File: src/rtl/ros2_app_data_pkg.sv
// Shared types and helpers for the publisher application-data arbiter.
package ros2_app_data_pkg;

  typedef enum logic [1:0] {
    IDLE    = 2'd0,
    GRANTED = 2'd1,
    STREAM  = 2'd2
  } arb_state_e;

  localparam int MAX_LEN_DEF = 64;

  function automatic logic [7:0] clamp_len(input logic [7:0] len, input logic [7:0] max_len);
    return (len > max_len) ? max_len : len;
  endfunction

endpackage

File: src/rtl/ros2_pub_app_data_arb.sv
// Publisher app-data req/grant/rel responder: snapshots the committed message
// into a shadow buffer and streams it byte-wise to the RTPS DATA serializer.
module ros2_pub_app_data_arb
  import ros2_app_data_pkg::*;
#(
  parameter int MAX_LEN = MAX_LEN_DEF
) (
  input  logic                 clk,
  input  logic                 rst,
  input  logic [MAX_LEN*8-1:0] app_data,
  input  logic [7:0]           app_data_len,
  input  logic                 app_data_req,
  input  logic                 app_data_rel,
  output logic                 app_data_grant,
  input  logic                 tx_start,
  output logic [7:0]           tx_data,
  output logic                 tx_valid,
  input  logic                 tx_ready,
  output logic                 tx_last,
  output logic [7:0]           tx_len,
  output logic                 tx_busy,
  output logic                 tx_done,
  output logic                 has_data
);

  localparam int RD_W = $clog2(MAX_LEN);
  localparam int IDX_W = RD_W + 1;
  localparam logic [7:0] MAX_LEN_B = 8'(MAX_LEN);

  arb_state_e       state, state_nxt;
  logic [IDX_W-1:0] idx;
  logic             tx_pend;
  logic [7:0]       shadow [MAX_LEN];

  logic             start_stream;
  logic             empty_done;
  logic             beat;
  logic             last_beat;
  logic             capture;
  logic             stream_avail;

  // A zero-length commit is treated exactly like an empty buffer.
  assign stream_avail   = has_data && (tx_len != 8'd0);
  assign capture        = (state == GRANTED) && app_data_rel;
  assign app_data_grant = (state == GRANTED);
  assign tx_valid       = (state == STREAM);
  assign tx_data        = tx_valid ? shadow[idx[RD_W-1:0]] : 8'h00;
  assign tx_last        = tx_valid && (16'(idx) == (16'(tx_len) - 16'd1));

  always_ff @(posedge clk) begin
    if (rst) state <= IDLE;
    else     state <= state_nxt;
  end

  always_comb begin
    state_nxt    = state;
    start_stream = 1'b0;
    empty_done   = 1'b0;
    beat         = 1'b0;
    last_beat    = 1'b0;
    case (state)
      IDLE: begin
        if (tx_start || tx_pend) begin
          if (stream_avail) begin
            start_stream = 1'b1;
            state_nxt    = STREAM;
          end else begin
            empty_done = 1'b1;
            if (app_data_req) state_nxt = GRANTED;
          end
        end else if (app_data_req) begin
          state_nxt = GRANTED;
        end
      end
      GRANTED: begin
        if (app_data_rel) state_nxt = IDLE;
      end
      STREAM: begin
        if (tx_ready) begin
          beat = 1'b1;
          if (tx_last) begin
            last_beat = 1'b1;
            // Jump straight to GRANTED so a waiting request is granted alongside tx_done.
            state_nxt = app_data_req ? GRANTED : IDLE;
          end
        end
      end
      default: state_nxt = IDLE;
    endcase
  end

  always_ff @(posedge clk) begin
    if (rst) begin
      idx      <= '0;
      tx_pend  <= 1'b0;
      tx_len   <= 8'd0;
      has_data <= 1'b0;
      tx_busy  <= 1'b0;
      tx_done  <= 1'b0;
    end else begin
      tx_done <= empty_done || last_beat;
      if (start_stream)  idx <= '0;
      else if (beat)     idx <= idx + 1'b1;
      if (capture) begin
        tx_len   <= clamp_len(app_data_len, MAX_LEN_B);
        has_data <= 1'b1;
      end
      if ((state == GRANTED) && tx_start) tx_pend <= 1'b1;
      else if (state == IDLE)             tx_pend <= 1'b0;
      if (start_stream || ((state == GRANTED) && tx_start)) tx_busy <= 1'b1;
      else if (empty_done || last_beat)                     tx_busy <= 1'b0;
    end
  end

  // Shadow data path carries no reset; it is only meaningful once has_data is set.
  always_ff @(posedge clk) begin
    if (capture) begin
      for (int i = 0; i < MAX_LEN; i++) shadow[i] <= app_data[8*i +: 8];
    end
  end

endmodule

File: config.mk
export PLATFORM = sky130hd
export DESIGN_NAME = ros2_pub_app_data_arb
export DESIGN_NICKNAME = d
export VERILOG_FILES = /design/src/rtl/ros2_app_data_pkg.sv /design/src/rtl/ros2_pub_app_data_arb.sv
export SDC_FILE = /design/constraint.sdc
export NUM_CORES = 1
export LEC_CHECK = 0
export CAP_MARGIN = 20
export CORE_MARGIN = 1.5
export CORE_UTILIZATION = 35
export DETAILED_ROUTE_END_ITERATION = 10
export HOLD_SLACK_MARGIN = 0.12
export SETUP_SLACK_MARGIN = 0.4
export SYNTH_ARGS = -nofsm -noshare
export SYNTH_HDL_FRONTEND = slang
export SYNTH_SLANG_ARGS = --single-unit
File: constraint.sdc
create_clock -name clk -period 31.6 [get_ports clk]
set_clock_uncertainty 0.1 [all_clocks]
set_input_delay 4.74 -clock clk [delete_from_list [all_inputs] [get_ports clk]]
set_output_delay 4.74 -clock clk [all_outputs]
set_load 0.01 [all_outputs]
Word-level counts from Yosys, hierarchy flattened. Memories as Yosys holds them, arrays and structs flattened. A register that Yosys moved wholly into a read port is not among the register bits. Index checks and enable logic that the tools add are counted. W data, S select, Z words.

Add/subtract/negate cells: 2. Order comparisons: 1. Equal/unequal tests: 6. Multiplexer cells: 29. Reductions and logical operators: 13.

Operator list (number): $mux W1 (18); $eq A7 B16 Y1 (1); $mux W8 (2); $mux W2 (6); $mux W6 (2); $sub A8 B1 Y9 const B (1); $gt A8 B7 Y1 const B (1); $reduce_bool A8 Y1 (1); $add A7 B1 Y7 const B (1); $pmux W2 S3 (1); $logic_and A1 B1 Y1 (4); $ne A2 B1 Y1 const B (2); $reduce_bool A2 Y1 (2); $logic_or A1 B1 Y1 (3); $reduce_and A3 Y1 (1); $eq A2 B1 Y1 const B (1); $eq A2 B2 Y1 const B (1); $logic_not A2 Y1 (1); $ne A2 B2 Y1 const B (1); $reduce_or A2 Y1 (1).

Register bits after elaboration: 21. Memory bits (writable): 512. Logic and storage cells: 59. Memories kept: 1.

Memory list: shadow (words 64, width 8, read ports 1, clocked after Yosys merged registers in 1, write ports 64, RTL line ros2_pub_app_data_arb.sv:33) `logic [7:0] shadow [MAX_LEN];`.

Longest topological paths before layout. Gate-level depths: netlist of run 1.

Depth after elaboration: 9. Gate-level depth with buffers: 9. Depth with buffers taken out: 7.

Least setup slack after synthesis of run 1. Ideal clock, no wire load.

Kind: input port to flip-flop. Start: input app_data_rel. End: register tx_len[6]. Arrival: 15.098 ns. Required time: 30.886 ns. Path slack: 15.788 ns. Stages: 3. Buffers on the path: 0. Cells stage by stage: nand2_1 inv_1 a211oi_1.

Word-level cells in the longest chain between the ends: 1.

RTL lines: start: declaration (RTL line ros2_pub_app_data_arb.sv:13) `input logic app_data_rel,`; $logic_and A1 B1 Y1 (RTL line ros2_pub_app_data_arb.sv:44) `assign capture = (state == GRANTED) && app_data_rel;`; net capture (RTL line ros2_pub_app_data_arb.sv:39) `logic capture;`; end signal: assignment (RTL line ros2_pub_app_data_arb.sv:105) `tx_len <= clamp_len(app_data_len, MAX_LEN_B);`; end: declaration (RTL line ros2_pub_app_data_arb.sv:20) `output logic [7:0] tx_len,`.

The timed path passes the listed nets, and every way through them passes these cells. A chain may end at the register's enable or synchronous reset.

==> flow_metrics.tcl, run 1 <==
set metrics [dict create \
    die_x_microns 247 \
    cts_sinks 539 \
    synth_top_area_cell "edfxtp_1" \
    ant_nets 0 \
    synth_ff_type "edfxtp_1" \
    crit_path_start_kind "flop" \
    clk_pin_slew_ns 0.06 \
    antenna_found_initial 21 \
    hold_path.startpoint "has_data" \
    cts_tree "built" \
    arrival_ns 4.45 \
    synth_edf_count 512 \
    grt_pass1_vias 12400 \
    grt_pass1_wl_microns 84000 \
    core_area_sq_um 58800 \
    remaining_drc_errors 0 \
    boundaryPins 548 \
    syn_area_per_cell_sq_um 21.5 \
    ys.warnings.count 0 \
    syn_area_sq_um 20800 \
    grt_overflow 0 \
    drt_iter0_drc 809 \
    max-cap-violations 0 \
    synth_most_common_cell "edfxtp_1" \
    hold_viol 0 \
    portBuffers 547 \
    holdWs_ns 0.419 \
    min_path_type "flop to flop" \
    final.setup.tns_ns 0 \
    cts.htree.levels 2 \
    multiInputGateArea_sq_um 4530 \
    core.rowCount 89 \
    path_class "flop to output pin" \
    regArea_sq_um 15900 \
    async_reset_ff_frac 0 \
    netlist_top_cells_count "edfxtp_1, mux4_2, mux2i_1, dfxtp_1, nor2_1" \
    via_per_inst 4.96 \
    cts_hold_buf 0 \
    irDropWorstVdd_v 0.0000479 \
    powerDensity_nw_per_um2 55.2 \
    seq_area_frac_synth 0.767 \
    clkLatencyLatePin_ns 0.60 \
    rsz0062_at_grt "false" \
    grtUsageTotal 0.196 \
    cts_setup_buffers 0 \
    crit_path_end_kind "output pin" \
    dieArea_sq_um 60800 \
    cts_buffers 58 \
    clockBufferDepth 3 \
    cp_data_required_time_ns 26.76 \
    fin_crit_sh 0.294 \
    synth_area_leaders "edfxtp_1, mux4_2, dfxtp_1" \
    synth_seq_cells 539 \
    root_buffer "clkbuf_16" \
    dp_hpwl_microns 44400 \
    syn-num-nets 1492 \
    area_growth_syn_to_layout_pct 39.7 \
    netlist.area_leader.share 0.741 \
    drive_gt1_frac 0.148 \
    worst_pin_slew_ns 1.09 \
    fillers 4899 \
    finalMaxSlewViolations 0 \
    setup_viol 0 \
    finalNetCount 2067 \
    start_util 0.353 \
    drt-total-wl_microns 60700 \
    routedWlPerCell_microns 25.7 \
    globalplace.congestion 0.840 \
    grt_max_degree 193 \
    yosysUniqueCellTypes 57 \
    drt_pass1_iterations 5 \
    route.vias.total 11700 \
    finalCriticalPeriod_ns 9.29 \
    cp_max_fo 44 \
    slew_headroom 0.274 \
    p_leak_nw 9.25 \
    die_y_microns 247 \
    r2r_start "state[0]" \
    synth_cells 964 \
    cts_resized 0 \
    fmax_mhz 108 \
    run_status "finished clean" \
]
-- critical path, stage by stage (launching register included) --
cell and delay (ns):
dfxtp_4 0.82, buf_4 0.83, mux4_2 0.60, nor2b_1 0.14
a221oi_1 0.42, a21oi_1 0.16, a31o_1 0.23, clkdlybuf4s50_1 0.56
-- cells in the final DEF, fill, tap and decap left out, drive strengths merged, types with 10 or more instances in the layout --
master and instances:
clkbuf 66, nor2b 10, nand3 17, mux2i 29
nor2 26, edfxtp 512, a21oi 19, clkinv 28
dfxtp 27, clkdlybuf4s50 547, o22ai 15, nand2 21
buf 12, a22oi 14, mux4 128, inv 12
-- worst paths after layout --
path / endpoint / slack [ns] / cells past startpoint
max reg2reg: shadow[39][7] / 28.25 / 4
max: tx_data[2] / 22.31 / 7
min reg2reg: has_data / 0.42 / 2
min: has_data / 0.42 / 2
-- power breakdown --
part	switching [W]	total (W)	leakage (nW)	internal, W
Sequential	0.00000823	0.000823	4.92	0.000815
Clock	0.000276	0.000674	0.933	0.000398
Combinational	0.0000343	0.000103	3.40	0.0000688
-- per-layer routing --
| metal | up-vias | share of wire | track usage |
|---|---|---|---|
| met3 | 106 | 0.078 | 0.0531 |
| met1 | 5891 | 0.40 | 0.249 |
| met2 | 471 | 0.50 | 0.329 |
| met4 | 26 | 0.021 | 0.0552 |
| li1 | 5226 | - | - |
| met5 | - | 0.0026 | 0 |
-- registers in the layout, summed over array words and instances, names as in the netlist, named ones only --
| name | cells |
|---|---|
| shadow | 512 |
| tx_pend | 1 |
| has_data | 1 |
| tx_len | 8 |
| idx | 7 |
| tx_busy | 1 |
| tx_done | 1 |
| state | 2 |
-- final cells by class --
cell class,instances,share of cell area
sequential,539,0.549
timing repair buffer,559,0.194
multi-input combinational,372,0.156
clock buffer,66,0.0533
tap,773,0.0334
clock inverter,38,0.0120
inverter,9,0.00142
antenna,9,0.000777
-- cells by family after synthesis --
kind of cell	synth area share
adder cells (fa/ha/maj)	0.00121
flip-flops	0.767
AO/OA/AOI/OAI	0.0310
AND/OR/NAND/NOR	0.0270
buffers and inverters	0.0152
XOR/XNOR	0.00548
multiplexers	0.153
-- metrics by stage --
stage / worst slack (ns) / utilization / cells / instance area (sq um) / power [W]
floorplan: 15.79 / - / 964 / 20800 / 0.000873
global placement: 22.88 / 0.460 / 2250 / 27000 / 0.000939
detailed placement: 22.83 / 0.460 / 2250 / 27000 / 0.000941
CTS: 22.16 / 0.492 / 2354 / 28900 / 0.00162
global route: 21.96 / 0.493 / 2361 / 29000 / 0.00165
finish: 22.31 / 0.493 / 2365 / 29000 / 0.00160
Note: power is estimated with default switching activity, not from simulation.
==> run 2, diff against run 1 <==
==> constraint.sdc (replaced) <==
create_clock -name clk -period 9.05 [get_ports clk]
set_clock_uncertainty 0.1 [all_clocks]
set_input_delay 1.3575 -clock clk [delete_from_list [all_inputs] [get_ports clk]]
set_output_delay 1.3575 -clock clk [all_outputs]
set_load 0.01 [all_outputs]
==> run 2 against run 1 <==
Against the previous run: cell count did not move; routed wire length hardly changed; highest routed layer unchanged; sequential power rose to 3.5 times the previous value; worst hold slack lost 0.0087 ns; total power rose to 3.5 times the previous value; critical path depth grew 1; die area unchanged; cell area fell by 0.23%; via count decreased by 0.65%; core utilization shrank 0.11 points; largest cell class unchanged.
==> flow_metrics.tcl, run 2 (synthesis results as in run 1) <==
set metrics [dict create \
    run_status "finished clean" \
    fin_crit_sh 0.639 \
    cts.htree.levels 2 \
    drive_gt1_frac 0.149 \
    reg2reg_to "shadow[33][1]" \
    p_sw_w 0.00112 \
    clockBufferDepth 3 \
    finish.instance_area_sq_um 28900 \
    final_common_cell "clkdlybuf4s50_1" \
    fillers 4911 \
    ant_nets 0 \
    area_growth_syn_to_layout_pct 39.4 \
    powerDensity_nw_per_um2 191 \
    finish.utilization 0.492 \
    max-cap-violations 0 \
    finalNetCount 2070 \
    cp_max_fo 40 \
    core.rowCount 89 \
    crit_path_start_kind "flop" \
    clk_pin_slew_ns 0.06 \
    cts_hold_buf 0 \
    hold_viol 0 \
    reg2regPathDepth 5 \
    grt_pass1_vias 12500 \
    finalMaxSlewViolations 0 \
    crit_path_end_kind "output pin" \
    route.vias.total 11600 \
    irDropWorstVdd_v 0.000155 \
    regMostFlops "shadow" \
    finalCriticalPeriod_ns 5.78 \
    die_x_microns 247 \
    start_util 0.353 \
    routedWlPerCell_microns 25.7 \
    r2r_start "state[0]" \
    largest_reg_flops 512 \
    clkLatencyLatePin_ns 0.60 \
    min_path_type "flop to flop" \
    remaining_drc_errors 0 \
    root_buffer "clkbuf_16" \
    p_clk_frac 0.416 \
    dp_hpwl_microns 45200 \
    p_sw_frac 0.202 \
    cts_sinks 539 \
    antenna_found_initial 23 \
    dpl_cell_area_sq_um 27100 \
    final.setup.tns_ns 0 \
    p_leak_nw 9.21 \
    grt_pass1_wl_microns 84100 \
    crit_chain "buf_4 > buf_4 > mux4_2 > nor2b_1 > a221oi_1 > a21oi_1 > a31o_1 > clkdlybuf4s50_1" \
    critPathCapture "tx_data[2]" \
    drt-total-wl_microns 60800 \
    via_per_inst 4.92 \
    timing.critical_path.mode_cell "buf_4" \
    cts_resized 0 \
    mostFrequentLayoutCells "clkdlybuf4s50_1, edfxtp_1, mux4_2" \
    fmax_mhz 173 \
    slew_headroom 0.325 \
    portBuffers 547 \
    regArea_sq_um 15900 \
    cts_buffers 59 \
    globalplace.congestion 0.834 \
    path_class "flop to output pin" \
    pwr-share-comb 0.064 \
    grtUsageTotal 0.196 \
    p_int_w 0.00441 \
    cp_data_required_time_ns 7.59 \
    dieArea_sq_um 60800 \
    reg2reg_slack_ns 5.60 \
    reg_top3 "shadow x512, tx_len x8, idx x7" \
    cts_tree "built" \
    finalPower_w 0.00552 \
    multiInputGateArea_sq_um 4540 \
    rsz0062_at_grt "false" \
    core_area_sq_um 58800 \
    cpMaxStageDelayCell "dfxtp_4" \
    boundaryPins 548 \
    grt_overflow 0 \
    place_inst 2254 \
    cts_setup_buffers 0 \
    drt_iter0_drc 820 \
    worst_pin_slew_ns 1.01 \
    p_seq_frac 0.520 \
    die_y_microns 247 \
    arrival_ns 4.32 \
    setup_viol 0 \
    grt_max_degree 163 \
    max_stage_delay_ns 0.71 \
    layout.cells.non_filler 2365 \
    drt_pass1_iterations 5 \
]
==> run 2: cell types whose count changed in the layout (fill, tap and decap cells not counted) <==
cell        change
clkinvlp_4      +2
buf_4           +3
clkinv_4        -1
clkbuf_1        +5
diode_2         -2
clkinv_1        -4
inv_6           +1
buf_16          -2
inv_8           -2
clkbuf_8        +2
nand2_1         -1
buf_12          +1
bufinv_16       -3
nand2_8         +1
==> run 2: critical path: cells and delay by family (launching register included) <==
family | cells | cell delay [ns]
buffers and inverters | 3 | 1.68
AO/OA/AOI/OAI | 3 | 0.72
AND/OR/NAND/NOR | 1 | 0.14
multiplexers | 1 | 0.39
flip-flops | 1 | 0.71
==> run 2: power groups by stage <==
stage	Sequential, W	Clock, W	Combinational [W]
after detailed placement	0.00292	0	0.000359
final	0.00287	0.00229	0.000356
after CTS	0.00287	0.00235	0.000361
after global placement	0.00292	0	0.000354
after global routing	0.00288	0.00244	0.000379
after floorplan	0.00295	0	0.0000842
==> run 2: worst min-delay path by stage <==
stage	from	to	slack (ns)	cells after the start
5_1_grt	tx_busy	tx_busy	0.42	1
3_3_place_gp	tx_busy	tx_busy	0.40	1
2_1_floorplan	tx_pend	tx_pend	0.38	2
6_report	tx_busy	tx_busy	0.41	1
3_5_place_dp	tx_busy	tx_busy	0.40	1
4_1_cts	tx_busy	tx_busy	0.42	1
==> run 2: final cells by class <==
class	instances	share of cell area
multi-input cells	372	0.157
clock inverters	31	0.00830
diodes	7	0.000606
clock buffers	73	0.0550
inverters	9	0.00130
repair buffers	561	0.194
flip-flops and latches	539	0.551
well taps	773	0.0334
==> run 2: metal layers <==
layer | wire (microns) | share of wire | global-route usage | vias to the layer above
li1 | - | - | - | 5216
met1 | 24100 | 0.40 | 0.246 | 5852
met2 | 30400 | 0.50 | 0.332 | 443
met3 | 4850 | 0.080 | 0.0569 | 107
met4 | 1240 | 0.020 | 0.0499 | 26
met5 | 163 | 0.0027 | 0 | -
==> run 2: metrics by stage <==
stage / hold WS, ns / setup slack (ns)
floorplan: 0.384 / -0.611
global placement: 0.397 / 3.81
detailed placement: 0.402 / 3.80
CTS: 0.417 / 3.13
global route: 0.424 / 3.07
finish: 0.410 / 3.27
